## src/rtl/mem_arbiter.sv

```systemverilog
// Shares the single RAM port between the icache fill path and the dcache path.
// Data wins by default; instruction is forced through after STARVE_LIMIT data grants.
module mem_arbiter #(
  parameter int STARVE_LIMIT = 4
) (
  input  logic        CLK,
  input  logic        nRST,
  input  logic        iREN,
  input  logic [31:0] iaddr,
  output logic        iwait,
  output logic [31:0] iload,
  input  logic        dREN,
  input  logic        dWEN,
  input  logic [31:0] daddr,
  input  logic [31:0] dstore,
  output logic        dwait,
  output logic [31:0] dload,
  output logic        ramREN,
  output logic        ramWEN,
  output logic [31:0] ramaddr,
  output logic [31:0] ramstore,
  input  logic [31:0] ramload,
  input  logic        ramready
);

  localparam int SW = $clog2(STARVE_LIMIT + 1);
  localparam logic [SW-1:0] SMAX = SW'(STARVE_LIMIT);

  typedef enum logic [1:0] {IDLE, IGRANT, DGRANT} state_t;

  state_t        state, nstate;
  logic [SW-1:0] scnt, scnt_n;
  logic          dreq;

  assign dreq = dREN | dWEN;

  always_ff @(posedge CLK or negedge nRST) begin
    if (!nRST) begin
      state <= IDLE;
      scnt  <= '0;
    end else begin
      state <= nstate;
      scnt  <= scnt_n;
    end
  end

  always_comb begin
    nstate   = state;
    scnt_n   = scnt;
    iwait    = 1'b1;
    dwait    = 1'b1;
    iload    = '0;
    dload    = '0;
    ramREN   = 1'b0;
    ramWEN   = 1'b0;
    ramaddr  = '0;
    ramstore = '0;

    case (state)
      IDLE: begin
        if (dreq && !(iREN && scnt == SMAX)) nstate = DGRANT;
        else if (iREN)                        nstate = IGRANT;
      end

      DGRANT: begin
        ramaddr = daddr;
        // Strobes follow the live request so a dropped request never reaches RAM.
        if (dWEN) begin
          ramWEN   = 1'b1;
          ramstore = dstore;
        end else if (dREN) begin
          ramREN = 1'b1;
        end
        if (dreq && ramready) begin
          dwait = 1'b0;
          dload = dWEN ? 32'h0 : ramload;
          if (iREN && scnt != SMAX) scnt_n = scnt + 1'b1;
        end
        if (!dreq || ramready) nstate = IDLE;
      end

      IGRANT: begin
        ramaddr = iaddr;
        ramREN  = iREN;
        if (iREN && ramready) begin
          iwait  = 1'b0;
          iload  = ramload;
          scnt_n = '0;
        end
        if (!iREN || ramready) nstate = IDLE;
      end

      default: nstate = IDLE;
    endcase

    // Starvation only accumulates while an instruction fetch is actually waiting.
    if (!iREN) scnt_n = '0;
  end

endmodule

```

## config.mk

```make
export PLATFORM = sky130hd
export DESIGN_NAME = mem_arbiter
export DESIGN_NICKNAME = d
export VERILOG_FILES = /design/src/rtl/mem_arbiter.sv
export SDC_FILE = /design/constraint.sdc
export NUM_CORES = 1
export LEC_CHECK = 0
export CAP_MARGIN = 5
export CORE_AREA = 2 2 103 105
export CTS_CLUSTER_SIZE = 30
export DETAILED_ROUTE_END_ITERATION = 8
export DIE_AREA = 0 0 105 107
export MAX_ROUTING_LAYER = met4
export PLACE_DENSITY = 0.74
export SLEW_MARGIN = 15
export SYNTH_ARGS = -nofsm -noshare
export SYNTH_HDL_FRONTEND = slang
export SYNTH_SLANG_ARGS = --single-unit
```

## constraint.sdc

```tcl
create_clock -name CLK -period 2.7 [get_ports CLK]
set_input_delay 0.54 -clock CLK [delete_from_list [all_inputs] [get_ports CLK]]
set_output_delay 0.54 -clock CLK [all_outputs]
set_load 0.03 [all_outputs]
```

==> results of run 1 <==
[stage by stage]
stage / utilization / hold slack [ps] / setup WS (ps) / power (mW)
floorplan: - / 244 / 355 / 1.35
global placement: 0.422 / 527 / 113 / 2.31
detailed placement: 0.422 / 561 / 104 / 2.34
CTS: 0.426 / 549 / 103 / 2.48
global route: 0.426 / 555 / 33.0 / 2.61
finish: 0.426 / 547 / 112 / 2.45
[registers in the layout, indices dropped and copies added, names as in the netlist]
register  flops
state         2
scnt          3
[logic make-up (layout without fill, tap and decap cells)]
group	after synthesis	after routing
buf+inv	30	285
flops	5	5
compound gates	44	44
fa+ha+maj	5	5
simple gates	142	142
mux	4	4
[cell type report]
cell class / instances / area (um^2) / share of cell area
repair buffers: 276 / 2610 / 0.606
multi-input cells: 195 / 1340 / 0.311
well taps: 136 / 170 / 0.0395
flip-flops and latches: 5 / 125 / 0.0291
clock buffers: 4 / 45.0 / 0.0105
inverters: 5 / 18.8 / 0.00436
[routing by layer]
layer	global-route usage	vias to the layer above	routed length, um
li1	-	1305	-
met2	0.307	187	5090
met1	0.168	1144	3400
met4	0.0200	0	27
met3	0.0267	2	800
met5	-	-	0
[power breakdown]
| part | switching, mW | internal, mW | leakage [nW] |
|---|---|---|---|
| Clock | 0.0356 | 0.101 | 0.0228 |
| Sequential | 0.0131 | 0.0913 | 0.0671 |
| Combinational | 1.22 | 0.994 | 1.94 |
[cells in the final DEF (no fill, tap or decap), types with 4 or more instances in the layout]
master	count
a22oi_1	32
and2_1	65
and3_1	34
buf_12	16
buf_4	126
clkdlybuf4s50_1	134
dfrtp_1	5
ha_1	4
inv_1	5
nor2b_1	32
[final timing paths]
| check | start | to | slack (ps) | cells after the start |
|---|---|---|---|---|
| min reg2reg | state[1] | state[1] | 570 | 1 |
| max in group asynchronous | nRST | scnt[2] | 1960 | 1 |
| min in group CLK | state[1] | state[1] | 570 | 1 |
| max reg2reg | state[0] | state[1] | 920 | 6 |
| min | nRST | scnt[0] | 550 | 1 |
| max | ramready | iwait | 110 | 4 |
[critical path, stage by stage]
cell	delay, ps
clkdlybuf4s50_1	520
and3_1	250
inv_1	60
clkdlybuf4s50_1	670
==> results by group, run 1 <==
Run status
  • Status: complete, no violations

Timing
  • Final setup fails: 0
  • Clk_skew: 0.199 ps
  • Hold Vio Cnt, Final: 0
  • Worst-Margin Slew: 387 ps
  • RSZ-0062 raised after global routing: no
  • TNS Setup: 0 ps
  • Max_slew headroom: 0.740
  • Max Slew Vio Count: 0
  • Max frequency: 386 MHz
  • Minimum clock period: 2590 ps
  • Period utilisation layout: 0.959

Synth
  • FFs w/ async S/R, synth: 1.00
  • Synth area leader: and2_1
  • Top post-synthesis cells by area: and2_1 26%, a22oi_1 15%, and3_1 13%
  • Synth cell types: 30
  • Mapped Cells: 230
  • Sequential share of the synthesized area: 0.0794
  • Syn Std Cell Area: 1580 um^2
  • Seq cells post-synth: 5
  • Top cells by count, synth: 65 x and2_1, 34 x and3_1, 32 x a22oi_1, 32 x nor2b_1, 17 x clkbuf_1
  • Primary FF master, synth: dfrtp_1
  • Most common cell in the synthesized netlist: and2_1
  • Compound-Gate Fraction of Synth Area: 0.209
  • Adder-cell share of the synthesized area: 0.0397
  • Post-synthesis xor/xnor area fraction: 0
  • Total number of yosys warnings: 0
  • Share of Yosys cell area claimed by the top area cell type: 0.258
  • Syn nets: 369
  • Number of enable flip-flop cells after synthesis: 0
  • Post-Synth Simple-Gate Area: 0.568
  • Post-synthesis mux area share: 0.0294
  • Syn Area/Cell: 6.85 um^2
  • Largest family of logic cells by synthesized area: simple AND/OR/NAND/NOR gates

Cells and area
  • Fillers: 1,004
  • Layout area overhead: 173%
  • Non-Filler Instances: 621
  • # diodes: 0
  • Design area: 4300 um^2
  • Share of layout cells above drive strength 1: 0.309
  • Final nets: 625

Route
  • Vias per Instance: 4.25
  • DRC: 0
  • First-pass DRT Iterations: 4
  • Vias: 2,638
  • Detail Route Antenna Nets: 0
  • Final WL: 9310 um
  • Initial DRC count: 143
  • Drt wl/cell: 15.0 um

Global route
  • Total global routing overflow: 0
  • First-pass GRT wire length: 13,800 um
  • Initial antenna violation count: 0
  • Vias in the first global route: 2,570
  • Maximum number of pins on one net before global-route repair: 34
  • Total GRT Usage: 0.156

Power
  • Static Leakage: 2.03 nW
  • Pwr dens: 570 nW/um^2
  • Worst vdd ir: 0.339 mV

Clock network
  • Hold-fix buffers, CTS: 0
  • Clk_lat worst skew: 220 ps
  • Longest Clk Path Bufs: 2
  • Clk sinks: 5
  • Depth of the CTS H-tree: 1
  • Post-CTS setup repair buffer count: 0
  • # resized after CTS: 0
  • CTS tree: built
  • Root buf cell: clkbuf_8
  • Worst-path clk slew: 30 ps
  • Num CTS Buffers: 3

Worst setup path
  • Critical path type: in -> out
  • CP arrival: 2050 ps
  • CP Capture Type: output pin
  • Startpoint types: input pin
  • Data required, critical path: 2160 ps
  • Crit path max fanout: 7

Die
  • DIE WIDTH: 105 um
  • Core footprint: 10,100 um^2
  • Initial Utilization: 0.156
  • Die H: 107 um
  • Ports: 266
  • Site row count: 37
  • Die ar.: 11,200 um^2

Place
  • Cell Area, Placed: 4260 um^2
  • Port bufs: 265
  • GP Congestion: 0.821
  • Post-placement cell count: 617
  • Post-DP HPWL: 7990 um

Hold path
  • Hold Crit Class: in -> async

Run
  • Max cap viols: 0
(Power assumes the default switching activity.)
==> run 2: changes to the inputs <==
- ABC_AREA: not set -> 0
- TNS_END_PERCENT: not set -> 100
==> results of run 2 <==
Same layout as run 1: the final DEF is identical, and so are final timing and power.
